### config.mk
export PLATFORM = sky130hd
export DESIGN_NAME = adc_sampler
export DESIGN_NICKNAME = d
export VERILOG_FILES = /design/src/rtl/delay_pkg.sv /design/src/rtl/spi_sck_gen.sv /design/src/rtl/adc_sampler.sv
export SDC_FILE = /design/constraint.sdc
export NUM_CORES = 1
export LEC_CHECK = 0
export ABC_CLOCK_PERIOD_IN_PS = 2100
export BUFFER_PORTS_ARGS = -buffer_cell sky130_fd_sc_hd__buf_2
export CAP_MARGIN = 25
export CORE_ASPECT_RATIO = 0.6
export CORE_UTILIZATION = 34
export CTS_BUF_LIST = sky130_fd_sc_hd__clkbuf_2
export DETAILED_ROUTE_END_ITERATION = 7
export GPL_TIMING_DRIVEN = 0
export PLACE_DENSITY = 0.53
export SLEW_MARGIN = 20
export SYNTH_ARGS = -nofsm -noshare
export SYNTH_HDL_FRONTEND = slang
export SYNTH_SLANG_ARGS = --single-unit
### constraint.sdc
create_clock -name clk_i -period 2.1 [get_ports clk_i]
set_input_delay 0.21 -clock clk_i [delete_from_list [all_inputs] [get_ports clk_i]]
set_output_delay 0.21 -clock clk_i [all_outputs]
set_load 0.01 [all_outputs]
### src/rtl/delay_pkg.sv
// Types and constants shared by the delay datapath and its ADC/DAC/RAM front ends.
package delay_pkg;

    localparam int unsigned SAMPLE_W = 16;

    typedef logic signed [SAMPLE_W-1:0] sample_t;

    typedef enum logic [1:0] {
        StIdle,
        StConv,
        StShift,
        StDone
    } adc_state_t;

endpackage

### src/rtl/spi_sck_gen.sv
// SPI clock generator: while enabled, produces sck with SCK_DIV clk cycles per
// half-period, starting low, plus single-cycle pulses on the edges that flip sck.
module spi_sck_gen #(
    parameter int unsigned SCK_DIV = 2
) (
    input  logic clk_i,
    input  logic nrst_i,
    input  logic en_i,
    output logic sck_o,
    output logic rise_pulse_o,
    output logic fall_pulse_o,
    output logic period_done_o
);

    localparam int unsigned DivW = $clog2(SCK_DIV + 1);
    localparam logic [DivW-1:0] DivLoad = DivW'(SCK_DIV);

    logic [DivW-1:0] div_q, div_d;
    logic            sck_q, sck_d;
    logic            tick;

    assign tick = en_i && (div_q == DivW'(1));

    always_comb begin
        div_d = div_q;
        sck_d = sck_q;
        if (!en_i) begin
            div_d = DivLoad;
            sck_d = 1'b0;
        end else if (tick) begin
            div_d = DivLoad;
            sck_d = ~sck_q;
        end else begin
            div_d = div_q - DivW'(1);
        end
    end

    always_ff @(posedge clk_i or negedge nrst_i) begin
        if (!nrst_i) begin
            div_q <= '0;
            sck_q <= 1'b0;
        end else begin
            div_q <= div_d;
            sck_q <= sck_d;
        end
    end

    assign sck_o         = sck_q;
    assign rise_pulse_o  = tick && !sck_q;
    assign fall_pulse_o  = tick && sck_q;
    // A bit period ends when sck is driven back low.
    assign period_done_o = tick && sck_q;

endmodule

### src/rtl/adc_sampler.sv
// Serial ADC front end: strobes a conversion, clocks one sample in MSB-first over SPI
// and presents it in parallel with a one-cycle valid strobe.
module adc_sampler
    import delay_pkg::*;
#(
    parameter int unsigned DATA_W      = SAMPLE_W,
    parameter int unsigned CONV_CYCLES = 8,
    parameter int unsigned SCK_DIV     = 2,
    parameter bit          SIGNED_OUT  = 1'b1
) (
    input  logic              clk_i,
    input  logic              nrst_i,
    input  logic              start_i,
    input  logic              sdi_adc_i,
    output logic              cnv_adc_o,
    output logic              sck_adc_o,
    output logic [DATA_W-1:0] sample_o,
    output logic              sample_valid_o,
    output logic              busy_o
);

    localparam int unsigned ConvW = $clog2(CONV_CYCLES + 1);
    localparam int unsigned BitW  = $clog2(DATA_W + 1);
    localparam logic [ConvW-1:0] ConvLoad = ConvW'(CONV_CYCLES);
    localparam logic [BitW-1:0]  BitLoad  = BitW'(DATA_W);
    // Flipping the MSB maps offset-binary ADC codes onto two's complement.
    localparam logic [DATA_W-1:0] SignMask =
        SIGNED_OUT ? {1'b1, {(DATA_W - 1){1'b0}}} : '0;

    adc_state_t        state_q, state_d;
    logic [ConvW-1:0]  conv_q, conv_d;
    logic [BitW-1:0]   bit_q, bit_d;
    logic [DATA_W-1:0] shreg_q, shreg_d;
    logic [DATA_W-1:0] sample_q, sample_d;
    logic              valid_q, valid_d;
    logic              cnv_q, cnv_d;
    logic              busy_q, busy_d;

    logic sck_en;
    logic sck;
    logic sck_rise;
    logic sck_fall;
    logic period_done;

    assign sck_en = (state_q == StShift);

    spi_sck_gen #(
        .SCK_DIV (SCK_DIV)
    ) u_sck_gen (
        .clk_i         (clk_i),
        .nrst_i        (nrst_i),
        .en_i          (sck_en),
        .sck_o         (sck),
        .rise_pulse_o  (sck_rise),
        .fall_pulse_o  (sck_fall),
        .period_done_o (period_done)
    );

    always_ff @(posedge clk_i or negedge nrst_i) begin
        if (!nrst_i) begin
            state_q <= StIdle;
        end else begin
            state_q <= state_d;
        end
    end

    always_comb begin
        state_d = state_q;
        unique case (state_q)
            StIdle:  if (start_i) state_d = StConv;
            StConv:  if (conv_q == ConvW'(1)) state_d = StShift;
            StShift: if (period_done && (bit_q == BitW'(1))) state_d = StDone;
            StDone:  state_d = StIdle;
            default: state_d = StIdle;
        endcase
    end

    always_comb begin
        conv_d   = conv_q;
        bit_d    = bit_q;
        shreg_d  = shreg_q;
        sample_d = sample_q;
        valid_d  = 1'b0;
        cnv_d    = (state_d == StConv);
        busy_d   = (state_d != StIdle);
        unique case (state_q)
            StIdle: begin
                if (start_i) conv_d = ConvLoad;
            end
            StConv: begin
                conv_d = conv_q - ConvW'(1);
                if (conv_q == ConvW'(1)) bit_d = BitLoad;
            end
            StShift: begin
                // Capture on the edge that raises sck; the ADC moves sdi on the falling edge.
                if (sck_rise) shreg_d = {shreg_q[DATA_W-2:0], sdi_adc_i};
                if (sck_fall) bit_d = bit_q - BitW'(1);
            end
            StDone: begin
                sample_d = shreg_q ^ SignMask;
                valid_d  = 1'b1;
            end
            default: ;
        endcase
    end

    always_ff @(posedge clk_i or negedge nrst_i) begin
        if (!nrst_i) begin
            conv_q   <= '0;
            bit_q    <= '0;
            shreg_q  <= '0;
            sample_q <= '0;
            valid_q  <= 1'b0;
            cnv_q    <= 1'b0;
            busy_q   <= 1'b0;
        end else begin
            conv_q   <= conv_d;
            bit_q    <= bit_d;
            shreg_q  <= shreg_d;
            sample_q <= sample_d;
            valid_q  <= valid_d;
            cnv_q    <= cnv_d;
            busy_q   <= busy_d;
        end
    end

    assign cnv_adc_o      = cnv_q;
    assign sck_adc_o      = sck;
    assign sample_o       = sample_q;
    assign sample_valid_o = valid_q;
    assign busy_o         = busy_q;

endmodule

==> flow_summary_export.csv <==
group,metric,value,unit
logic_synthesis,syn_nets,173,
worst_setup_path,r2r_start,"state_q[0]",
sta,fmax,565,MHz
logic_synthesis,synth.mux.area_fraction,17.4,%
cells_and_area,nFillCells,550,
logic_synthesis,yosys.area_share.simple,9.47,%
floorplan,die-area,6590,um2
worst_setup_path,max_stage_delay,0.45,ns
global_routing,grt_use_total,12.2,%
sta,setup_violations,0,
clock_network,clkLatencyLatePin,0.41,ns
sta,holdWs,0.131,ns
sta,worst_pin_slew,0.547,ns
run_status,outcome,"finished, final reports clean",
drt,first_iter_violations,73,
worst_setup_path,r2r_cells,5,
logic_synthesis,syn_area,2130,um2
sta,period_needed,1.77,ns
drt,viasPerCell,4.73,
global_routing,grt_pass1_vias,1327,
global_routing,use_met2,18.0,%
power_and_ir_drop,power_leakage,0.00125,uW
clock_network,cts_resized,0,
clock_network,clk_pin_slew,0.25,ns
worst_setup_path,r2r_slack,0.33,ns
sta,hold_viol,0,
logic_synthesis,synth_cell_types,36,
clock_network,cts.sinks,49,
global_routing,grt_pass1_wl,6.32,mm
logic_synthesis,syn_area_per_cell,13.3,um2
worst_setup_path,crit_path_end_kind,"flop",
power_and_ir_drop,p_per_area,829,nW/um2
worst_setup_path,crit_end,"shreg_q[15]",
sta,finClkSkew,0.0222,ns
drt,wl_per_cell,13.0,um
sta,rsz0062_at_grt,"no",
worst_setup_path,r2r_end,"shreg_q[15]",
logic_synthesis,synth_top_family_by_area,"multiplexers",
logic_synthesis,ys_seq_elements,49,
worst_setup_path,startpoint,"state_q[0]",
floorplan,die_height,63.3,um
logic_synthesis,ys_seq_area_share,57.6,%
cells_and_area,fin_nets,206,
clock_network,cts_buffer_depth,2,
global_routing,grt_overflow_total,0,
clock_network,clock-root-buffer,"clkbuf_2",
floorplan,core,5810,um2
floorplan,die_x,104,um
cells_and_area,multi_input_area,831,um2
worst_setup_path,criticalPathCategory,"reg2reg",
floorplan,rows,21,
job,cap_violations,0,
clock_network,cts_tree,"yes",
floorplan,pin_count,24,
logic_synthesis,ys_warn_count,0,
drt,route.vias.total,1295,
placement,dp_hpwl,2.64,mm
worst_hold_path,worstHoldPathType,"in2reg",
sta,finalCritPeriodShare,84.3,%
floorplan,start_util,36.6,%
power_and_ir_drop,vdd_ir_drop_max,253,uV
logic_synthesis,syn_inst,160,
drt,ant_nets,0,
worst_setup_path,path_cells,"inv_1, ha_1, nand3b_1, buf_4, mux2_2",
global_routing,met3_usage,3.73,%
global_routing,grt_use_met1,17.2,%
sta,final_max_slew_viol_count,0,
logic_synthesis,synth_compound_area_share,6.53,%
cells_and_area,antennaDiodeCount,0,
cells_and_area,seqCellArea,1230,um2
cells_and_area,area_delta_synth_final,14.0,%
worst_setup_path,critPathLaunchType,"flop",
cells_and_area,drive_above_1_share,37.6,%
sta,setup-tns-final,0,ns
global_routing,top_usage_layer,"met2",
clock_network,cts_made_buffers,5,
worst_setup_path,critPathMaxFanout,10,
worst_setup_path,slowest_stage,"dfrtp_1",
placement,io_buffers,23,
drt,drt_pass1_iterations,4,
worst_setup_path,worstPathArrival,2.08,ns
drt,drc,0,
worst_setup_path,worstPathRequired,2.41,ns
drt,totalWireLength,3.56,mm
placement,routabilityCongestion,0.759,
logic_synthesis,synth_xor_area_share,0.412,%
clock_network,cts.htree.levels,2,
global_routing,antenna_found_initial,0,
logic_synthesis,synth_fa_ha_area_share,5.29,%
sta,relSlewSlack,63.6,%
global_routing,grt_max_degree,27,
[layout make-up]
cell class                 instances  share of cell area (%)
clock inverter                     3                   0.722
buffer                             5                    1.34
tap                               80                    4.13
timing repair buffer              26                    6.40
inverter                          10                    1.55
clock buffer                       5                    1.03
multi-input combinational         96                    34.3
sequential                        49                    50.6
[worst min path at each step]
stage                        from                  to  depth (start not counted)
2_1_floorplan              nrst_i            bit_q[0]                          0
3_3_place_gp   u_sck_gen.div_q[0]  u_sck_gen.div_q[0]                          1
3_5_place_dp               nrst_i         sample_o[3]                          1
4_1_cts                   start_i          state_q[1]                          3
5_1_grt                   start_i          state_q[1]                          3
6_report                  start_i          state_q[1]                          3
[critical path: cells and delay by family, from the launching register on]
kind                       cells  cell delay, ns
adders and majority gates      1            0.24
buffers and inverters          2            0.36
DFF                            1            0.45
muxes                          1            0.34
and+or+nand+nor                1            0.27
[where the power goes]
part	switching (uW)	internal, uW	leakage, uW
Sequential	65.9	1030	0.000657
Clock	296	79.4	0.0000304
Combinational	309	228	0.000558
Total	671	1340	0.00125
[routing by layer]
layer,wire [um],vias up
li1,-,626
met1,1910,651
met2,1520,14
met3,117,4
met4,22,0
met5,0,-
[registers in the layout (all words and copies together), names as in the netlist]
register and count:
sample_o 16, shreg_q 16, bit_q 5, conv_q 4
state_q 2, u_sck_gen.div_q 2, busy_o 1, cnv_adc_o 1
sample_valid_o 1, u_sck_gen.sck_o 1
[Yosys cell counts (all sizes together)]
cell	n	area, um2
nand3b	1	7.51
inv	10	37.5
nor3b	3	22.5
a21oi	3	15.0
a21boi	1	18.8
o32ai	2	25.0
clkbuf	2	8.75
or3b	2	20.0
nand2b	2	12.5
o21ai	7	35.0
mux2i	2	20.0
nor4bb	1	10.0
xor2	1	8.76
o31ai	2	15.0
nor2	3	11.3
ha	9	113
a22oi	1	7.51
and2b	1	8.76
and4	1	10.0
a22o	1	8.76
o21a	1	7.51
nand2	8	32.5
buf	3	23.8
o22ai	1	6.26
nor3	5	25.0
dfrtp	49	1230
and2	3	18.8
nand3	3	15.0
or4	1	7.51
mux2	31	349
[stage by stage]
step                cells  setup WS [ns]  area, um2  power [uW]  utilization, %
floorplan             160          0.535       2130        1490               -
global placement      263          0.368       2340        1620            40.3
detailed placement    264          0.347       2360        1650            40.7
CTS                   274          0.305       2420        2030            41.8
global route          274          0.195       2420        2150            41.8
finish                274          0.329       2420        2010            41.8
[cells in the final DEF (no fill, tap or decap), types with 2 or more instances in the layout]
cell type / synthesis / routed
nand2b_1: 2 / 2
dlygate4sd3_1: 0 / 2
a21oi_1: 3 / 3
inv_1: 10 / 10
mux2i_1: 2 / 2
dfrtp_1: 49 / 49
nor3b_1: 3 / 3
nand3_1: 3 / 3
clkbuf_2: 1 / 6
ha_1: 9 / 9
nor3_1: 5 / 5
buf_2: 1 / 24
nor2_1: 3 / 3
o31ai_1: 2 / 2
o21ai_0: 7 / 7
and2_1: 3 / 3
nand2_1: 7 / 7
mux2_2: 31 / 31
[what timing repair did]
item,CTS,global route
endpoints found under the setup margin,0,0
buffers inserted,0,0
endpoints found under the hold margin,24,0
hold buffers,2,0
[kinds of logic after synthesis]
group / after synthesis
AOI/OAI and AO/OA: 19
muxes: 33
DFF: 49
adders and majority gates: 9
and+or+nand+nor: 34
xor gates and xnor gates: 1
buffers and inverters: 15
(Power assumes the default switching activity.)
